===== src/rtl/amp3_sample_fifo.sv =====
// rtl/amp3_sample_fifo.sv - stereo sample FIFO feeding the AMP3 I2S transmitter
// Build option: AMP3_FIFO_REPEAT_EN replays the last pair when the FIFO runs dry.
module amp3_sample_fifo #(
   parameter int DEPTH_LOG2 = 3,
   parameter int WIDTH      = 12
) (
   input  logic                  clk,
   input  logic                  rst,
   input  logic                  push_valid,
   output logic                  push_ready,
   input  logic [WIDTH-1:0]      push_R,
   input  logic [WIDTH-1:0]      push_L,
   output logic [WIDTH-1:0]      dataR,
   output logic [WIDTH-1:0]      dataL,
   output logic                  enable,
   input  logic                  idle,
   output logic [DEPTH_LOG2:0]   count,
   output logic                  underrun,
   input  logic                  clear_underrun
);

   localparam int DEPTH = 1 << DEPTH_LOG2;
   localparam logic [DEPTH_LOG2:0]   FULL_COUNT = {1'b1, {DEPTH_LOG2{1'b0}}};
   localparam logic [DEPTH_LOG2:0]   CNT_ONE    = {{DEPTH_LOG2{1'b0}}, 1'b1};
   localparam logic [DEPTH_LOG2-1:0] PTR_ONE    = {{(DEPTH_LOG2-1){1'b0}}, 1'b1};

   typedef enum logic [1:0] {
      READY     = 2'd0,
      START     = 2'd1,
      WAIT_BUSY = 2'd2,
      WAIT_IDLE = 2'd3
   } state_t;

   state_t                  state, state_nxt;
   logic [2*WIDTH-1:0]      mem [DEPTH];
   logic [DEPTH_LOG2-1:0]   wr_ptr, rd_ptr;
   logic                    do_push, do_pop, starve;

   assign push_ready = (count < FULL_COUNT);
   assign do_push    = push_valid & push_ready;

   always_comb begin
      state_nxt = state;
      do_pop    = 1'b0;
      starve    = 1'b0;
      case (state)
         READY: begin
            if (idle) begin
               if (count != '0) begin
                  do_pop    = 1'b1;
                  state_nxt = START;
               end else begin
                  starve = 1'b1;
`ifdef AMP3_FIFO_REPEAT_EN
                  state_nxt = START;
`else
                  state_nxt = READY;
`endif
               end
            end
         end
         START:     state_nxt = WAIT_BUSY;
         WAIT_BUSY: if (!idle) state_nxt = WAIT_IDLE;
         WAIT_IDLE: if (idle) state_nxt = READY;
         default:   state_nxt = READY;
      endcase
   end

   // Contents are not reset; clearing the pointers is enough to discard them.
   always_ff @(posedge clk) begin
      if (do_push) mem[wr_ptr] <= {push_R, push_L};
   end

   always_ff @(posedge clk or posedge rst) begin
      if (rst) begin
         state    <= READY;
         wr_ptr   <= '0;
         rd_ptr   <= '0;
         count    <= '0;
         dataR    <= '0;
         dataL    <= '0;
         enable   <= 1'b0;
         underrun <= 1'b0;
      end else begin
         state  <= state_nxt;
         enable <= (state_nxt == START);
         if (do_push) wr_ptr <= wr_ptr + PTR_ONE;
         if (do_pop) begin
            rd_ptr         <= rd_ptr + PTR_ONE;
            {dataR, dataL} <= mem[rd_ptr];
         end
         if (do_push && !do_pop)
            count <= count + CNT_ONE;
         else if (!do_push && do_pop)
            count <= count - CNT_ONE;
         // A starvation event in the same cycle as a clear keeps the flag set.
         if (starve)
            underrun <= 1'b1;
         else if (clear_underrun)
            underrun <= 1'b0;
      end
   end

endmodule


===== config.mk =====
export PLATFORM = sky130hd
export DESIGN_NAME = amp3_sample_fifo
export DESIGN_NICKNAME = d
export VERILOG_FILES = /design/src/rtl/amp3_sample_fifo.sv
export SDC_FILE = /design/constraint.sdc
export NUM_CORES = 1
export LEC_CHECK = 0
export BUFFER_PORTS_ARGS = -buffer_cell sky130_fd_sc_hd__buf_2
export CORE_UTILIZATION = 56
export CTS_BUF_LIST = sky130_fd_sc_hd__clkbuf_4 sky130_fd_sc_hd__clkbuf_8
export CTS_CLUSTER_SIZE = 30
export DETAILED_ROUTE_END_ITERATION = 12
export PLACE_DENSITY = 0.78
export SLEW_MARGIN = 15
export SYNTH_ARGS = -nofsm -noshare
export SYNTH_HDL_FRONTEND = slang
export SYNTH_SLANG_ARGS = --single-unit
export TNS_END_PERCENT = 50

===== constraint.sdc =====
create_clock -name clk -period 2.8 [get_ports clk]
set_input_delay 0.56 -clock clk [delete_from_list [all_inputs] [get_ports clk]]
set_output_delay 0.56 -clock clk [all_outputs]
set_load 0.05 [all_outputs]

==> impl_metrics.yaml <==
status:
  run_status: "finished, final reports clean"
power_and_ir_drop:
  ir_drop_uv: 614
  p_clk_share_pct: 27.7
  switching_share_pct: 32.4
  p_per_area_nw_per_um2: 1070
  seq_power_share_pct: 41.1
  internal_power_mw: 7.54
  p_comb_share_pct: 31.2
  leakagePower_nw: 3.74
  p_sw_mw: 3.62
placed_design:
  pre_cts_ws_ns: -0.0737
  dp_hpwl_mm: 9.73
  gp_congestion: 0.796
  io_buffers: 59
  post-place-cells: 710
finish:
  nets: 575
  final_util_pct: 68.0
  antenna_cells: 0
  drive_gt1_share_pct: 41.4
  final_cell_count_no_fill: 778
  area_delta_synth_final_pct: 18.0
  final_common_cell: "edfxtp_1"
  most-common-layout-cells: "edfxtp_1, buf_2, mux4_2"
setup_path:
  path_class: "flip-flop to flip-flop"
  path_cells: "or4_4, and3_4, clkinv_8, ha_4, inv_1, ha_1, a21o_1, a2111oi_4, a31oi_1, a221o_1"
  worstSetupStartpointType: "flip-flop"
  cpPeakStageDelay_ns: 0.55
  arrival_ns: 3.11
  critPathMaxFanout: 3
  slowest_stage: "or4_4"
  required_ns: 3.19
  worstSetupEndpointType: "flip-flop"
drt:
  drtIter0Drc: 234
  drc_errors: 0
  routed_wl_mm: 15.8
  ant_nets: 0
  dr.max_layer_used: "met4"
  drtPass1Iterations: 4
  routed-wl-met2_mm: 7.96
  wl_met1_mm: 6.68
  dr_wl_met3_um: 937
  vias: 4344
  post_drt_wl_per_cell_um: 20.4
  via_per_inst: 5.58
clocking:
  clock_sinks: 230
  cts_tree: "built"
  clock-root-buffer: "clkbuf_8"
  htreeDepth: 2
  clock_path_buffers: 3
  cts_buffers: 37
  worstSkewPairLatency_ns: 0.52
  clk_pin_slew_ns: 0.06
job:
  max-cap-violations: 0
logic_synthesis:
  async_flop_share_pct: 16.5
  yosysWarnings: 0
  synth.avg_cell_area_um2: 20.6
  synth-seq-cells: 230
  synth_top_area_share_pct: 65.4
  synth_edf_count: 192
  synth_ff_type: "edfxtp_1"
  yosys-top-cells-area: "edfxtp_1, mux4_2, dfrtp_1, mux2i_1, nand2_1"
  synth_cell_types: 35
  syn-num-nets: 463
  synthCells: 428
  yosys.area.top_type: "edfxtp_1"
  synth_area_um2: 8820
  seq_area_frac_synth_pct: 76.1
min_path:
  hold_class: "input pin to asynchronous set/reset pin"
timing:
  period_share_pct: 97.2
  setup-violations-final: 0
  rsz0062_at_grt: "no"
  drv_slew: 0
  holdWs_ns: 0.00747
  period_minus_slack_ns: 2.72
  fin_skew_ns: 0.0267
  max_slew_margin_pct: 59.4
  tightestPinTransition_ns: 0.609
  fmax_mhz: 367
  finalWorstSetupSlack_ns: 0.0785
  final-hold-violation-count: 0
global_routing:
  grt_pass1_wl_mm: 25.2
  gr-total-overflow: 0
  grt_max_degree: 52
  grt_pass1_vias: 4579
  antenna_found_initial: 0
  track_usage_pct: 21.2
floorplan:
  die-width_um: 128
  coreArea_um2: 15300
  rows: 45
  initial_core_util_pct: 57.6
  die-area_um2: 16300
  pin_count: 60
  dieHeight_um: 128
==> kinds of logic after synthesis <==
family,Yosys count,share of synthesized area [%]
simple gates,53,2.60
fa+ha+maj,6,0.936
xor+xnor,6,0.596
compound gates,33,2.45
buf+inv,26,2.06
mux,74,15.2
flops,230,76.1
==> flip-flops by register name (all words and copies together), names as in the netlist <==
register / cells
count: 4
rd_ptr: 3
mem: 192
dataL: 12
enable: 1
wr_ptr: 3
dataR: 12
underrun: 1
state: 2
==> worst paths after layout <==
kind	cells past startpoint	slack, ns	startpoint	to
max	10	0.08	count[0]$_DFFE_PP0P_	count[3]$_DFFE_PP0P_
min	2	0.007	rst	dataL[8]$_DFFE_PP0P_
max reg2reg	10	0.08	count[0]$_DFFE_PP0P_	count[3]$_DFFE_PP0P_
min reg2reg	2	0.47	dataR[4]$_DFFE_PP0P_	dataR[4]$_DFFE_PP0P_
max in group asynchronous	3	2.05	rst	rd_ptr[1]$_DFFE_PP0P_
min in group clk	2	0.25	clear_underrun	underrun$_DFFE_PP0P_
==> synth_stat cells, types with 2 or more instances <==
library cell / instances
buf_1: 2
mux2i_1: 24
nor3_1: 3
nand2_1: 33
buf_4: 5
ha_1: 5
mux4_2: 48
o21ai_2: 10
nand2b_1: 3
edfxtp_1: 192
inv_1: 5
o21ai_0: 6
o21ai_1: 10
buf_2: 5
dfrtp_1: 38
buf_6: 4
a21oi_1: 2
nor2_1: 9
clkbuf_1: 3
mux2_2: 2
xnor2_1: 5
==> layout make-up <==
cell class / count / area, um2
inverters: 6 / 35.0
well taps: 211 / 264
fillers: 1030 / 4910
flip-flops and latches: 230 / 6720
repair buffers: 93 / 563
multi-input cells: 172 / 2010
clock buffers: 59 / 731
clock inverters: 7 / 87.6
==> worst max-delay path, delay by kind of cell (launching register included) <==
kind	cells	cell delay, ns
fa+ha+maj	2	0.42
flops	1	0.39
compound gates	4	0.91
buf+inv	2	0.11
simple gates	2	0.77
==> metal layers <==
metal	global-route usage, %	vias up
met1	28.5	2232
met2	35.2	130
met3	4.40	26
met4	6.86	0
met5	0	-
li1	-	1956
==> power by group through the flow <==
stage	logic, mW	registers [mW]	clock network, mW
2_1_floorplan	1.94	5.22	0
3_3_place_gp	3.31	4.62	0
3_5_place_dp	3.40	4.66	0
4_1_cts	3.43	4.60	3.14
5_1_grt	3.74	4.65	3.28
6_report	3.48	4.59	3.09
==> metrics by stage <==
stage	instance area, um2	setup TNS [ns]	power, mW
6_report	10400	0	11.2
5_1_grt	10400	0	11.7
4_1_cts	10400	0	11.2
3_5_place_dp	9520	-0.0737	8.06
3_3_place_gp	9520	-0.0255	7.93
2_1_floorplan	8830	-10.37	7.16
==> repair_timing <==
item | 4_1_cts | 5_1_grt
buffers inserted | 1 | 1
endpoints found under the setup margin | 1 | 1
gates resized for setup | 4 | 4
pin swaps | 1 | 2
hold buffers | 0 | 0
(Power assumes the default switching activity.)
